## src/rtl/fetch_ctrl_pkg.sv

```systemverilog
// rtl/fetch_ctrl_pkg.sv - shared constants and action encoding for the program-fetch sequencer
package fetch_ctrl_pkg;
  localparam int AW = 10;
  localparam int MEM_DEPTH = 1 << AW;
  localparam logic [AW-1:0] RESET_VEC = 10'd0;
  localparam logic [AW-1:0] INT_VEC = 10'd1;

  typedef enum logic [2:0] {
    ACT_HOLD,
    ACT_INT,
    ACT_RETI,
    ACT_RET,
    ACT_CALL,
    ACT_JUMP,
    ACT_INC
  } act_e;
endpackage

```

## src/rtl/fetch_ctrl_if.sv

```systemverilog
// rtl/fetch_ctrl_if.sv - sequencing requests from decode and fetch-side status back to it
interface fetch_ctrl_if #(
  parameter int AW = 10
);
  logic          stall;
  logic          jump;
  logic          call;
  logic          ret;
  logic [AW-1:0] target;
  logic          int_req;
  logic          reti;
  logic [AW-1:0] pc;
  logic          int_ack;
  logic          in_isr;
  logic          stk_ovf;
  logic          stk_unf;

  modport master (
    output stall, jump, call, ret, target, int_req, reti,
    input  pc, int_ack, in_isr, stk_ovf, stk_unf
  );

  modport slave (
    input  stall, jump, call, ret, target, int_req, reti,
    output pc, int_ack, in_isr, stk_ovf, stk_unf
  );
endinterface

```

## src/rtl/fetch_ctrl_ret_stack.sv

```systemverilog
// rtl/fetch_ctrl_ret_stack.sv - return-address stack with sticky overflow/underflow detect
module ret_stack #(
  parameter int AW     = 10,
  parameter int SDEPTH = 8,
  localparam int IW    = $clog2(SDEPTH)
) (
  input  logic          clk,
  input  logic          reset,
  input  logic          push_i,
  input  logic          pop_i,
  input  logic [AW-1:0] push_data_i,
  output logic [AW-1:0] top_o,
  output logic          full_o,
  output logic          empty_o,
  output logic          ovf_o,
  output logic          unf_o
);
  logic [AW-1:0] mem_q [SDEPTH];
  logic [IW:0]   sp_q, sp_d;
  logic          ovf_q, ovf_d;
  logic          unf_q, unf_d;
  logic [IW-1:0] top_idx;

  assign full_o  = (sp_q == (IW+1)'(SDEPTH));
  assign empty_o = (sp_q == '0);
  // When empty this index wraps; the caller ignores top_o in that case.
  assign top_idx = IW'(sp_q - 1'b1);
  assign top_o   = mem_q[top_idx];
  assign ovf_o   = ovf_q;
  assign unf_o   = unf_q;

  always_comb begin
    sp_d  = sp_q;
    ovf_d = ovf_q;
    unf_d = unf_q;
    if (push_i) begin
      if (full_o) ovf_d = 1'b1;
      else        sp_d  = sp_q + 1'b1;
    end else if (pop_i) begin
      if (empty_o) unf_d = 1'b1;
      else         sp_d  = sp_q - 1'b1;
    end
  end

  always_ff @(posedge clk) begin
    if (!reset) begin
      sp_q  <= '0;
      ovf_q <= 1'b0;
      unf_q <= 1'b0;
    end else begin
      sp_q  <= sp_d;
      ovf_q <= ovf_d;
      unf_q <= unf_d;
    end
  end

  always_ff @(posedge clk) begin
    if (reset && push_i && !full_o) mem_q[sp_q[IW-1:0]] <= push_data_i;
  end
endmodule

```

## src/rtl/fetch_ctrl.sv

```systemverilog
// rtl/fetch_ctrl.sv - PC register, request priority encoder and interrupt entry/exit
module fetch_ctrl
  import fetch_ctrl_pkg::*;
#(
  parameter int            AW        = fetch_ctrl_pkg::AW,
  parameter int            SDEPTH    = 8,
  parameter logic [AW-1:0] RESET_VEC = fetch_ctrl_pkg::RESET_VEC,
  parameter logic [AW-1:0] INT_VEC   = fetch_ctrl_pkg::INT_VEC
) (
  input  logic         clk,
  input  logic         reset,
  fetch_ctrl_if.slave  bus
);
  logic [AW-1:0] pc_q, pc_d, pc_inc;
  logic          in_isr_q, in_isr_d;
  logic          int_ack_q, int_ack_d;
  logic          push, pop;
  logic [AW-1:0] push_data, stk_top;
  logic          stk_full, stk_empty, stk_ovf, stk_unf;
  act_e          act;

  assign pc_inc = pc_q + 1'b1;

  always_comb begin
    act = ACT_INC;
    if (bus.stall)                        act = ACT_HOLD;
    else if (bus.int_req && !in_isr_q)    act = ACT_INT;
    else if (bus.reti)                    act = ACT_RETI;
    else if (bus.ret)                     act = ACT_RET;
    else if (bus.call)                    act = ACT_CALL;
    else if (bus.jump)                    act = ACT_JUMP;
  end

  always_comb begin
    pc_d      = pc_q;
    in_isr_d  = in_isr_q;
    int_ack_d = 1'b0;
    push      = 1'b0;
    pop       = 1'b0;
    push_data = pc_inc;
    case (act)
      ACT_HOLD: ;
      // The interrupted instruction has not executed yet, so pc itself is saved.
      ACT_INT: begin
        push      = 1'b1;
        push_data = pc_q;
        pc_d      = INT_VEC;
        in_isr_d  = 1'b1;
        int_ack_d = 1'b1;
      end
      ACT_RETI: begin
        pop      = 1'b1;
        pc_d     = stk_empty ? pc_inc : stk_top;
        in_isr_d = 1'b0;
      end
      ACT_RET: begin
        pop  = 1'b1;
        pc_d = stk_empty ? pc_inc : stk_top;
      end
      ACT_CALL: begin
        push = 1'b1;
        pc_d = bus.target;
      end
      ACT_JUMP: pc_d = bus.target;
      default:  pc_d = pc_inc;
    endcase
  end

  always_ff @(posedge clk) begin
    if (!reset) begin
      pc_q      <= RESET_VEC;
      in_isr_q  <= 1'b0;
      int_ack_q <= 1'b0;
    end else begin
      pc_q      <= pc_d;
      in_isr_q  <= in_isr_d;
      int_ack_q <= int_ack_d;
    end
  end

  ret_stack #(
    .AW     (AW),
    .SDEPTH (SDEPTH)
  ) u_stack (
    .clk         (clk),
    .reset       (reset),
    .push_i      (push),
    .pop_i       (pop),
    .push_data_i (push_data),
    .top_o       (stk_top),
    .full_o      (stk_full),
    .empty_o     (stk_empty),
    .ovf_o       (stk_ovf),
    .unf_o       (stk_unf)
  );

  assign bus.pc      = pc_q;
  assign bus.int_ack = int_ack_q;
  assign bus.in_isr  = in_isr_q;
  assign bus.stk_ovf = stk_ovf;
  assign bus.stk_unf = stk_unf;
endmodule
```

## src/flat_wrapper.sv

```systemverilog
// flat-port wrapper written by rule: the top's interface ports become plain ports
module fetch_ctrl_flat import fetch_ctrl_pkg::*;
#(
  parameter int            AW        = fetch_ctrl_pkg::AW,
  parameter int            SDEPTH    = 8,
  parameter logic [AW-1:0] RESET_VEC = fetch_ctrl_pkg::RESET_VEC,
  parameter logic [AW-1:0] INT_VEC   = fetch_ctrl_pkg::INT_VEC
)
  (clk, reset, bus_stall, bus_jump, bus_call, bus_ret, bus_target, bus_int_req, bus_reti, bus_pc, bus_int_ack, bus_in_isr, bus_stk_ovf, bus_stk_unf);
  fetch_ctrl_if #(.AW(AW)) bus_i ();
  input  logic clk;
  input  logic reset;
  input wire logic [$bits(bus_i.stall)-1:0] bus_stall;
  input wire logic [$bits(bus_i.jump)-1:0] bus_jump;
  input wire logic [$bits(bus_i.call)-1:0] bus_call;
  input wire logic [$bits(bus_i.ret)-1:0] bus_ret;
  input wire logic [$bits(bus_i.target)-1:0] bus_target;
  input wire logic [$bits(bus_i.int_req)-1:0] bus_int_req;
  input wire logic [$bits(bus_i.reti)-1:0] bus_reti;
  output wire logic [$bits(bus_i.pc)-1:0] bus_pc;
  output wire logic [$bits(bus_i.int_ack)-1:0] bus_int_ack;
  output wire logic [$bits(bus_i.in_isr)-1:0] bus_in_isr;
  output wire logic [$bits(bus_i.stk_ovf)-1:0] bus_stk_ovf;
  output wire logic [$bits(bus_i.stk_unf)-1:0] bus_stk_unf;
  assign bus_i.stall = bus_stall;
  assign bus_i.jump = bus_jump;
  assign bus_i.call = bus_call;
  assign bus_i.ret = bus_ret;
  assign bus_i.target = bus_target;
  assign bus_i.int_req = bus_int_req;
  assign bus_i.reti = bus_reti;
  assign bus_pc = bus_i.pc;
  assign bus_int_ack = bus_i.int_ack;
  assign bus_in_isr = bus_i.in_isr;
  assign bus_stk_ovf = bus_i.stk_ovf;
  assign bus_stk_unf = bus_i.stk_unf;
  fetch_ctrl #(.AW(AW), .SDEPTH(SDEPTH), .RESET_VEC(RESET_VEC), .INT_VEC(INT_VEC)) u_core (.clk(clk), .reset(reset), .bus(bus_i));
endmodule
```

## config.mk

```make
export PLATFORM = sky130hd
export DESIGN_NAME = fetch_ctrl_flat
export DESIGN_NICKNAME = d
export VERILOG_FILES = /design/src/rtl/fetch_ctrl_pkg.sv /design/src/rtl/fetch_ctrl_if.sv /design/src/rtl/fetch_ctrl_ret_stack.sv /design/src/rtl/fetch_ctrl.sv /design/src/flat_wrapper.sv
export SDC_FILE = /design/constraint.sdc
export NUM_CORES = 1
export LEC_CHECK = 0
export ABC_AREA = 1
export CAP_MARGIN = 20
export CORE_MARGIN = 3
export CORE_UTILIZATION = 30
export CTS_CLUSTER_SIZE = 8
export DETAILED_ROUTE_END_ITERATION = 10
export GPL_ROUTABILITY_DRIVEN = 0
export PLACE_DENSITY_LB_ADDON = 0.12
export SYNTH_ARGS = -nofsm -noshare
export SYNTH_HDL_FRONTEND = slang
export SYNTH_SLANG_ARGS = --single-unit
```

## constraint.sdc

```tcl
create_clock -name clk -period 2.1 [get_ports clk]
set_input_delay 0.42 -clock clk [delete_from_list [all_inputs] [get_ports clk]]
set_output_delay 0.42 -clock clk [all_outputs]
set_load 0.02 [all_outputs]
```

==> results by group <==
Synth
  – Avg Cell Area, Syn: ~9.6 sq um
  – Sequential-to-total area share from yosys stat: 58.3%
  – Number of synthesized flops with an enable pin: 80
  – Synth async-reset ratio: 0%
  – Gate Count Post-Synth: ~500
  – Synth cell count leaders: 128 x nand2_1, 80 x edfxtp_1, 46 x nor2_1, 39 x a21oi_1, 32 x nand3_1
  – Post-synthesis cell type count: 38
  – Syn nets: 513
  – Synth Flop Type: edfxtp_1
  – Area contributors post-synth: edfxtp_1 51%, nand2_1 10%, dfxtp_1 7.6%
  – Count leader, synth: nand2_1
  – Yosys warnings: 0
  – Top cell type's share of synthesized area: 50.7%
  – Biggest area consumer among synthesized cells: edfxtp_1
  – Synthesized flop and latch total: 98
  – Mapped Area: 4740 sq um

STA
  – Fin crit share: 95.1%
  – Peak Freq: 0.501 GHz
  – Slew HR: 51.7%
  – RSZ-0062 raised after global routing: false
  – Setup TNS: 0 ps
  – Setup WS post-layout: 103 ps
  – Worst slew pin tran: 724 ps
  – Worst hold slack: 452 ps
  – Setup Viol. Count Final: 0
  – Final critical-path required period: roughly 2000 ps
  – Final Hold Viols: 0
  – Post-Route Skew: 9.01 ps
  – Slew Limit Fails: 0

Drt
  – Remaining antenna violation count: 0
  – WL per Instance: 16.1 um
  – Total wire length: 12700 um
  – Drt pass-1 iters: 4
  – Drt first-iter violations: 146
  – Post-route DRC: 0
  – Routed vias: roughly 3600
  – Vias/cell: roughly 4.6

Worst setup path
  – Worst-path cell chain: buf_4, clkdlybuf4s50_1
  – Crit-path max FO: 6
  – Worst setup EP type: primary output
  – Worst path arrival time: 1580 ps
  – Buffers plus inverters on the worst setup path: 2
  – CP required: 1680 ps
  – Slowest stage delay, CP: around 620 ps
  – Largest delay share family, worst path: buffers and inverters
  – Startpoint type of the worst setup path: flip-flop
  – Setup slack, reg-to-reg: 140 ps
  – Slowest-stage cell, CP: clkdlybuf4s50_1
  – Kind of critical path: flip-flop to primary output

Power
  – Maximum VDD drop: between 400 and 500 uV
  – Pleak: 2.41 nW
  – Power Density: 851 nW/um^2
  – Pwr Total: 5.16 mW

Cells and area
  – Fin util: slightly below 40%
  – Filler instances: 1546
  – Share of cells above drive strength 1: 22.7%
  – Final nets: 598
  – N_diodes: 0
  – Layout area overhead: 28.1%

Place
  – DP Worst Slack: -390 ps
  – PortBufs: 31
  – Post-detail-place hpwl: 8950 um

Global routing
  – Antenna violations before repair: 0
  – GRT Residual Overflow: 0
  – Global-route wire length before repair: 20000 um
  – Via count of the first global-routing pass: approximately 3600
  – Largest net degree at the start of global routing: 55
  – Total GRT Usage: 15.0%

Clocking
  – Maximum root-to-sink buffer count: 2
  – CTS Buf Count: 9
  – CTS Sinks: 98
  – Root Buffer Master: clkbuf_16
  – H-tree depth: 3
  – Reg clk slew, reported paths: 70 ps
  – Worst skew pair latency: 340 ps
  – CTS tree: yes
  – Hold_buf cts: 0

Floorplan
  – Boundary Pins: 32
  – Starting Density: 30.9%
  – Die area: 17300 sq um
  – Die Y: ~130 um
  – CORE AREA: 15300 sq um
  – Row cnt: 45
  – Die W: 132 um

Hold path
  – Min-Delay Path Class: flip-flop to flip-flop

Run status
  – Outcome: finished, final reports clean

Job
  – Max Cap Viol: 0
-- cell families after synthesis --
logic type	Yosys count	synth area share [%]
xor+xnor	8	1.48
fa+ha+maj	3	0.792
simple gates	239	23.8
compound gates	84	9.66
buf+inv	59	5.75
flops	98	58.3
mux	1	0.238
-- through the flow --
stage                     area [sq um]  std cells
after floorplan                   4740        492
after global placement            5680        772
after detailed placement          5680        772
after CTS                         5980        788
after global routing              6070        792
final                             6070        792
-- final cells by class --
cell class	instances	area, sq um	share of cell area [%]
flip-flops and latches	98	2770	45.6
clock inverters	4	52.6	0.866
repair buffers	93	840	13.8
inverters	39	156	2.58
clock buffers	11	233	3.83
multi-input cells	336	1760	28.9
well taps	211	264	4.35
-- layout by cell type (no fill, tap or decap), types with 2 or more instances in the layout --
master	synthesis	final
clkdlybuf4s50_1	0	25
buf_6	2	3
nand3_1	32	32
o211ai_1	6	6
nor3_4	1	2
dlymetal6s2s_1	0	6
clkbuf_1	3	2
a21oi_2	1	6
inv_1	29	27
o21ai_0	26	26
nor2_2	8	10
edfxtp_1	80	80
nand2_4	7	6
a21oi_1	39	34
nor2_1	46	43
nor2_4	3	4
nand2_1	128	128
a21o_1	2	2
nor2_8	2	2
nand2_2	5	6
a31oi_1	4	4
inv_2	8	10
buf_4	3	56
o21ai_1	3	3
xor2_1	7	7
dfxtp_1	18	16
ha_1	3	3
buf_12	0	3
clkbuf_16	0	9
nor3_1	2	2
-- tightest hold or removal path: stages, from the launching register on --
cell and delay, ps:
dfxtp_1 310, inv_1 50, a21oi_1 50
-- where the power goes --
group	switching (mW)	internal, mW	total [mW]
registers	0.0426	2.19	2.24
logic	0.838	0.470	1.31
clock network	0.698	0.922	1.62
-- repair_timing --
action,CTS,global route
pin swaps,1,5
endpoints found under the setup margin,14,116
resized for setup,2,22
setup buffers,0,3
cloned,1,1
-- routing by layer --
metal  routed length, um  part of all wire (%)  up-vias  global-route usage [%]
li1                    -                     -     1828                       -
met1                5900                    46     1719                    20.0
met2                6070                    48       62                    24.3
met3                 443                   3.5       23                    2.26
met4                 305                   2.4        0                    6.30
met5                   0                     0        -                       0
-- worst paths after layout --
kind,startpoint,endpoint,cells past startpoint
worst max register to register,u_core.bus.in_isr$_SDFFE_PN0P_,u_core.u_stack.mem_q[1][2]$_DFFE_PP_,10
worst max-delay path,u_core.bus.pc[0]$_SDFFE_PN0P_,bus_pc[0],2
worst min register to register,u_core.u_stack.ovf_o$_SDFFE_PN0P_,u_core.u_stack.ovf_o$_SDFFE_PN0P_,2
worst min-delay path,u_core.u_stack.ovf_o$_SDFFE_PN0P_,u_core.u_stack.ovf_o$_SDFFE_PN0P_,2
-- registers in the layout (all words and copies together), names as in the netlist --
register              cells
u_core.bus.pc            10
u_core.bus.in_isr         1
u_core.u_stack.unf_o      1
u_core.u_stack.mem_q     80
u_core.bus.int_ack        1
u_core.u_stack.sp_q       4
u_core.u_stack.ovf_o      1
Power figures use the tool's default switching activity.
